==> src/rtl/spi_reg_bank.sv <==
// SPI mode-0 slave fronting a 16 x 8-bit register bank. sclk, cs_n and mosi are
// oversampled in the clock domain; nothing is clocked by sclk.
module spi_reg_bank #(
  parameter logic [7:0] DEVICE_ID   = 8'hA5,
  parameter int         SYNC_STAGES = 2
) (
  input  logic         clock,
  input  logic         reset,
  input  logic         sclk,
  input  logic         cs_n,
  input  logic         mosi,
  output logic         miso,
  output logic         miso_oe,
  output logic [127:0] registers_packed,
  output logic         wr_strobe,
  output logic [3:0]   wr_addr
);

  localparam logic [1:0] IDLE = 2'd0;
  localparam logic [1:0] CMD  = 2'd1;
  localparam logic [1:0] DATA = 2'd2;

  logic [SYNC_STAGES-1:0] sclk_sync_q, cs_sync_q, mosi_sync_q;
  logic                   sclk_prev_q, armed_q;
  logic                   sclk_s, cs_s, mosi_s, rise_s;

  logic [1:0] state_q, state_d;
  logic [2:0] bit_cnt_q, bit_cnt_d;
  logic [7:0] rx_shift_q, rx_shift_d, tx_shift_q, tx_shift_d, shifted_s;
  logic [3:0] ptr_q, ptr_d;
  logic       rw_q, rw_d, wr_en_s;
  logic [7:0] regs_q [1:15];
  logic       wr_strobe_q;
  logic [3:0] wr_addr_q;

  function automatic logic [7:0] rd_byte(input logic [127:0] bank, input logic [3:0] a);
    return bank[{a, 3'b000} +: 8];
  endfunction

  assign sclk_s    = sclk_sync_q[SYNC_STAGES-1];
  assign cs_s      = cs_sync_q[SYNC_STAGES-1];
  assign mosi_s    = mosi_sync_q[SYNC_STAGES-1];
  assign rise_s    = sclk_s & ~sclk_prev_q;
  assign shifted_s = {rx_shift_q[6:0], mosi_s};

  // armed_q only sets once cs_n has been seen high, so a reset taken mid-frame
  // needs a fresh cs_n fall before another frame is accepted.
  assign miso_oe   = ~cs_s & armed_q;
  assign miso      = miso_oe & tx_shift_q[7];
  assign wr_strobe = wr_strobe_q;
  assign wr_addr   = wr_addr_q;

  // Input synchronizers and sclk edge history.
  always_ff @(posedge clock or posedge reset) begin
    if (reset) begin
      sclk_sync_q <= '0;
      cs_sync_q   <= '0;
      mosi_sync_q <= '0;
      sclk_prev_q <= 1'b0;
      armed_q     <= 1'b0;
    end else begin
      sclk_sync_q <= {sclk_sync_q[SYNC_STAGES-2:0], sclk};
      cs_sync_q   <= {cs_sync_q[SYNC_STAGES-2:0], cs_n};
      mosi_sync_q <= {mosi_sync_q[SYNC_STAGES-2:0], mosi};
      sclk_prev_q <= sclk_s;
      armed_q     <= armed_q | cs_s;
    end
  end

  // Packed view of the bank; address 0 is the fixed device ID.
  always_comb begin
    registers_packed = {120'h0, DEVICE_ID};
    for (int i = 1; i < 16; i++) begin
      registers_packed[8*i +: 8] = regs_q[i];
    end
  end

  // Frame FSM next-state logic.
  always_comb begin
    state_d    = state_q;
    bit_cnt_d  = bit_cnt_q;
    rx_shift_d = rx_shift_q;
    tx_shift_d = tx_shift_q;
    ptr_d      = ptr_q;
    rw_d       = rw_q;
    wr_en_s    = 1'b0;
    if (cs_s || !armed_q) begin
      state_d    = IDLE;
      bit_cnt_d  = 3'd0;
      rx_shift_d = 8'h00;
      tx_shift_d = 8'h00;
    end else begin
      case (state_q)
        IDLE: begin
          state_d    = CMD;
          bit_cnt_d  = 3'd0;
          rx_shift_d = 8'h00;
          tx_shift_d = 8'h00;
        end
        CMD: begin
          if (rise_s) begin
            rx_shift_d = shifted_s;
            bit_cnt_d  = bit_cnt_q + 3'd1;
            if (bit_cnt_q == 3'd7) begin
              state_d    = DATA;
              rw_d       = shifted_s[7];
              ptr_d      = shifted_s[3:0];
              tx_shift_d = shifted_s[7] ? rd_byte(registers_packed, shifted_s[3:0]) : 8'h00;
            end else begin
              state_d = CMD;
            end
          end else begin
            state_d = CMD;
          end
        end
        DATA: begin
          if (rise_s) begin
            rx_shift_d = shifted_s;
            bit_cnt_d  = bit_cnt_q + 3'd1;
            tx_shift_d = {tx_shift_q[6:0], 1'b0};
            if (bit_cnt_q == 3'd7) begin
              ptr_d      = ptr_q + 4'd1;
              tx_shift_d = rw_q ? rd_byte(registers_packed, ptr_q + 4'd1) : 8'h00;
              wr_en_s    = ~rw_q & (ptr_q != 4'd0);
            end else begin
              ptr_d = ptr_q;
            end
          end else begin
            state_d = DATA;
          end
        end
        default: begin
          state_d    = IDLE;
          bit_cnt_d  = 3'd0;
          rx_shift_d = 8'h00;
          tx_shift_d = 8'h00;
        end
      endcase
    end
  end

  // FSM state, register bank and write strobe.
  always_ff @(posedge clock or posedge reset) begin
    if (reset) begin
      state_q     <= IDLE;
      bit_cnt_q   <= 3'd0;
      rx_shift_q  <= 8'h00;
      tx_shift_q  <= 8'h00;
      ptr_q       <= 4'd0;
      rw_q        <= 1'b0;
      wr_strobe_q <= 1'b0;
      wr_addr_q   <= 4'd0;
      for (int i = 1; i < 16; i++) begin
        regs_q[i] <= 8'h00;
      end
    end else begin
      state_q     <= state_d;
      bit_cnt_q   <= bit_cnt_d;
      rx_shift_q  <= rx_shift_d;
      tx_shift_q  <= tx_shift_d;
      ptr_q       <= ptr_d;
      rw_q        <= rw_d;
      wr_strobe_q <= wr_en_s;
      if (wr_en_s) begin
        regs_q[ptr_q] <= shifted_s;
        wr_addr_q     <= ptr_q;
      end else begin
        wr_addr_q <= wr_addr_q;
      end
    end
  end

endmodule
==> config.mk <==
export PLATFORM = sky130hd
export DESIGN_NAME = spi_reg_bank
export DESIGN_NICKNAME = d
export VERILOG_FILES = /design/src/rtl/spi_reg_bank.sv
export SDC_FILE = /design/constraint.sdc
export NUM_CORES = 1
export LEC_CHECK = 0
export CORE_ASPECT_RATIO = 0.75
export CORE_MARGIN = 5
export CORE_UTILIZATION = 30
export CTS_CLUSTER_SIZE = 16
export DETAILED_ROUTE_END_ITERATION = 8
export GPL_TIMING_DRIVEN = 0
export REMOVE_ABC_BUFFERS = 1
export SLEW_MARGIN = 20
export SYNTH_ARGS = -nofsm -noshare
export SYNTH_HDL_FRONTEND = slang
export SYNTH_SLANG_ARGS = --single-unit
==> constraint.sdc <==
create_clock -name clock -period 12.8 [get_ports clock]
set_input_delay 2.56 -clock clock [delete_from_list [all_inputs] [get_ports clock]]
set_output_delay 2.56 -clock clock [all_outputs]
set_load 0.05 [all_outputs]
# Word level (Yosys, flattened, before mapping)
# Index checks and enable logic that the tools add are counted.
# totals
input_bits	5
elab_cells	97
out_inout_bits	135
ff_bits	158
# op_classes
n_eq_ne	12
n_mux	31
magnitude_cmp	2
n_addsub	2
bitwise	10
reduce_logical	10
shift	2
# ops
op	count
$shiftx 128x8->8	2
$bwmux 120	1
$mux 8	8
$demux 8 s4	1
$mux 7	3
$mux 4	4
$pmux 8 s2	1
$ne 3x3->1 const B	4
$mux 3	3
$mux 2	4
$ne 2x2->1 const B	4
$pmux 4 s2	1
$pmux 2 s3	1
$reduce_and 6->1	1
$ge 5x5->1 const B	1
$lt 5x1->1 const B	1
$not 4->5	1
$add 4x1->4 const B	1
$and 1x1->1	4
$mux 1	4
$not 1->1	4
$reduce_and 4->1	1
$reduce_bool 4->1	1
$add 3x1->3 const B	1
other kinds (12)	12

# Logic depth before layout (Yosys ltp)
# Gate-level depths: netlist (run 1).
# depth
word_depth	7
mapped_depth	12
ltp_nobuf	7

# Worst setup path before layout (run 1)
# Ideal clock, no wire load.
# synth_path
kind	reg-to-output
start	register cs_sync_q[1]
end	output port miso
t_arrival_ns	1.458
stages_incl_launch_ff	4
path_buffers	0
t_required_ns	10.240
slack_ns	8.782
path_cell_list	dfrtp_1 > nand2b_1 > inv_1 > and2_1
# synth_via
elab_chain_len	3
# synth_lines
item	line	rtl
start: declaration	23	logic [SYNC_STAGES-1:0] sclk_sync_q, cs_sync_q, mosi_sync_q;
start signal: assignment	63	cs_sync_q <= {cs_sync_q[SYNC_STAGES-2:0], cs_n};
$not 1->1	48	assign miso_oe = ~cs_s & armed_q;
$and 1x1->1	48	
via miso_oe	13	output logic miso_oe,
$and 1x1->1	49	assign miso = miso_oe & tx_shift_q[7];
end: declaration	12	output logic miso,
# The timed path passes the listed nets, and every way through them passes these cells.

# Worst setup path after layout (run 1)
# layout_path
start	register cs_sync_q[1]
end	output port miso
# layout_via
elab_chain_len	3
# layout_lines
item	line
$not 1->1	48
$and 1x1->1	48
$and 1x1->1	49
# Every way passes these cells.

==> out/qor.yml, run 1 <==
outcome: "completed"
critPathRequiredTime_ns: 10.24
clk_latency_ns: 0.45
final_cells: 1161
dieHeight_um: 157
pwr-share-comb: 0.031
crit_path_end_kind: "output port"
portBuffers: 131
crit_fanout: 6
async_flop_share: 1.00
yosysWarnings: 0
syn2layout_area_growth_pct: 27.2
cts_buffers: 17
yosysUniqueCellTypes: 54
cts_sinks: 158
finalCriticalPeriod_ns: 4.85
gp_congestion: 0.846
hold_path_depth: 0
synth.largest_area_cell: "dfrtp_1"
whs_endpoint: "mosi_sync_q[1]"
multi_input_area_sq_mm: 0.00437
post-place-ws_ns: 8.38
fin_crit_sh: 0.379
cts_tree: "yes"
switching_power_uw: 257
regToRegEndpoint: "registers_packed[126]"
n_antenna_cell: 0
slew_headroom: 0.232
synth_seq_area_share: 0.460
yosysTopAreaCellShare: 0.460
grt_pass1_vias: 6211
dpl.cell_count: 1129
grt-ovfl-total: 0
viasPerCell: 5.22
hold_start: "mosi_sync_q[0]"
fp.coreArea_sq_mm: 0.0281
dp_hpwl_um: 19200
netlist_area_sq_mm: 0.00859
rsz0062_at_grt: "no"
routedWlPerCell_um: 23.2
post-route-drc-count: 0
dieWidth_um: 205
fin_nets: 778
ys_ff_latch: 158
post_cts_resized: 0
whs_ns: 0.351
power.leakage_nw: 4.67
layout_setup_ws_ns: 7.95
fillerInstances: 2756
rr_worst_depth: 6
p_per_area_mw_per_mm2: 96.6
cts_root_buf: "clkbuf_16"
rrSetupSlack_ns: 9.36
clkPwrFrac: 0.492
hold_violations: 0
regArea_sq_mm: 0.00397
ys_top_cells_by_count: "158 x dfrtp_1, 110 x mux2_2, 60 x nand2_1"
synth-edff-count: 0
die_area_sq_mm: 0.0321
synth.area.top_cells: "dfrtp_1 46%, mux2_2 14%, mux4_2 12%"
worstSetupStartpointType: "flip-flop"
skew_ns: 0.0124
htreeDepth: 4
syn_area_per_cell_sq_um: 13.1
postCtsSetupBuffers: 0
first_pass_iters: 5
maxCapViolations: 0
clk_pin_slew_worst_paths_ns: 0.07
postPlaceCellArea_sq_mm: 0.0103
grt_first_pass_wirelength_um: 41100
cts_hold_buf: 0
final_area_sq_mm: 0.0109
grt_use_total: 0.171
syn_inst: 655
slew_viol_final: 0
grt_max_degree: 87
vias: 6061
clockBufferDepth: 2
p_sw_frac: 0.244
io_pins: 140
tns_ns: 0
clock.fmax_mhz: 206
initial_utilization: 0.305
ant_nets: 0
antenna_found_initial: 0
criticalPathCategory: "flip-flop to output port"
drt-initial-drc-count: 429
hp-class: "flip-flop to flip-flop"
power_frac_seq: 0.478
worst_ep_arrival_time_ns: 2.29
totalWireLength_um: 26900
worstMarginPinSlew_ns: 1.14
p_int_uw: 798
reg2reg_from: "ptr_q[0]"
drive_above_1_share: 0.318
ir_drop_mv: 0.0986
synth_flop_cell: "dfrtp_1"
yosysMostFrequentCell: "dfrtp_1"
setup_violations: 0
rows: 53
-- layout by cell type (no fill, tap or decap), drive strengths merged, types with 2 or more instances in the layout --
cell type,netlist,final
o31ai,7,7
nand4,2,2
xnor2,3,3
a22oi,9,9
mux2i,23,23
a31oi,5,5
inv,10,16
o2bb2ai,2,2
dfrtp,158,158
nand3,14,14
nor2b,7,7
ha,10,10
clkdlybuf4s50,0,131
nand3b,2,2
mux4,46,46
xor2,2,2
bufinv,0,2
a21oi,23,23
buf,27,7
conb,2,8
o211ai,2,2
and2,6,6
a2111oi,5,5
clkbuf,28,17
o221ai,4,4
a211oi,2,2
clkinvlp,0,3
o21ai,18,18
mux2,134,134
clkinv,0,4
nor2,12,12
a32o,3,3
nand2b,4,4
nand2,71,71
nor3,3,3
-- layer usage --
| layer | track usage | routed length [um] | up-vias |
|---|---|---|---|
| met2 | 0.253 | 12000 | 208 |
| met4 | 0.0398 | 299 | 0 |
| li1 | - | - | 2642 |
| met3 | 0.0398 | 1790 | 24 |
| met1 | 0.254 | 12800 | 3187 |
| met5 | 0 | 0 | - |
-- layout make-up --
cell class / instances / area share
multi-input combinational: 438 / 0.400
sequential: 158 / 0.363
tap: 385 / 0.0441
timing repair buffer: 138 / 0.136
clock buffer: 17 / 0.0389
inverter: 10 / 0.00412
clock inverter: 15 / 0.0144
-- logic make-up after synthesis --
family | count (synthesis) | synth area share
AOI/OAI and AO/OA | 88 | 0.0701
DFF | 158 | 0.460
other | 2 | 0.000874
muxes | 203 | 0.334
buffers and inverters | 65 | 0.0372
and+or+nand+nor | 124 | 0.0782
adders and majority gates | 10 | 0.0146
xor gates and xnor gates | 5 | 0.00510
-- how the worst max path moves through the flow --
stage / slack, ns / to / start
4_1_cts: 7.90 / miso / cs_sync_q[1]
3_3_place_gp: 3.58 / registers_packed[32] / reset
3_5_place_dp: 8.38 / miso / cs_sync_q[1]
2_1_floorplan: 5.98 / armed_q / reset
5_1_grt: 7.82 / miso / cs_sync_q[1]
6_report: 7.95 / miso / cs_sync_q[1]
-- worst max-delay path, cell delays in order, from the launching register on --
cell and delay, ns:
dfrtp_1 0.40, nand2b_1 0.28, inv_1 0.21, and2_1 0.15, clkdlybuf4s50_1 0.80
-- power groups by stage --
stage	Combinational [mW]	Clock, mW	Sequential [mW]
6_report	0.0323	0.519	0.504
5_1_grt	0.0363	0.547	0.504
4_1_cts	0.0331	0.526	0.504
3_5_place_dp	0.0331	0	0.514
3_3_place_gp	0.0286	0	0.516
2_1_floorplan	0.0212	0	0.514
-- flip-flops by register name, indices dropped and copies added, names as in the netlist, 2 cells and up --
signal and count:
state_q 2, tx_shift_q 8, mosi_sync_q 2, sclk_sync_q 2, bit_cnt_q 3, ptr_q 4
cs_sync_q 2, rx_shift_q 7, wr_addr 4, registers_packed 120
-- metrics by stage --
stage                      util  power, mW
after global placement    0.360      0.545
after detailed placement  0.367      0.547
after floorplan               -      0.535
after CTS                 0.388       1.06
after global routing      0.388       1.09
final                     0.388       1.06
Note: power is estimated with default switching activity, not from simulation.
==> run 2: changes to the inputs <==
==> constraint.sdc (replaced) <==
create_clock -name clock -period 4.7 [get_ports clock]
set_input_delay 0.94 -clock clock [delete_from_list [all_inputs] [get_ports clock]]
set_output_delay 0.94 -clock clock [all_outputs]
set_load 0.05 [all_outputs]
==> results of run 2 <==
The final DEF is identical to that of run 1. Status: completed.
Main changes from that run: setup slack after placement 8.38 ns -> 1.25 ns; setup slack after layout 7.95 ns -> 1.26 ns; start point of the critical path cs_sync_q[1] -> ptr_q[0]; end point of the critical path miso -> registers_packed[126]; register-to-register setup slack 9.36 ns -> 1.26 ns; total power 1.06 mW -> 2.87 mW; worst IR drop on VDD 0.0986 mV -> 0.269 mV
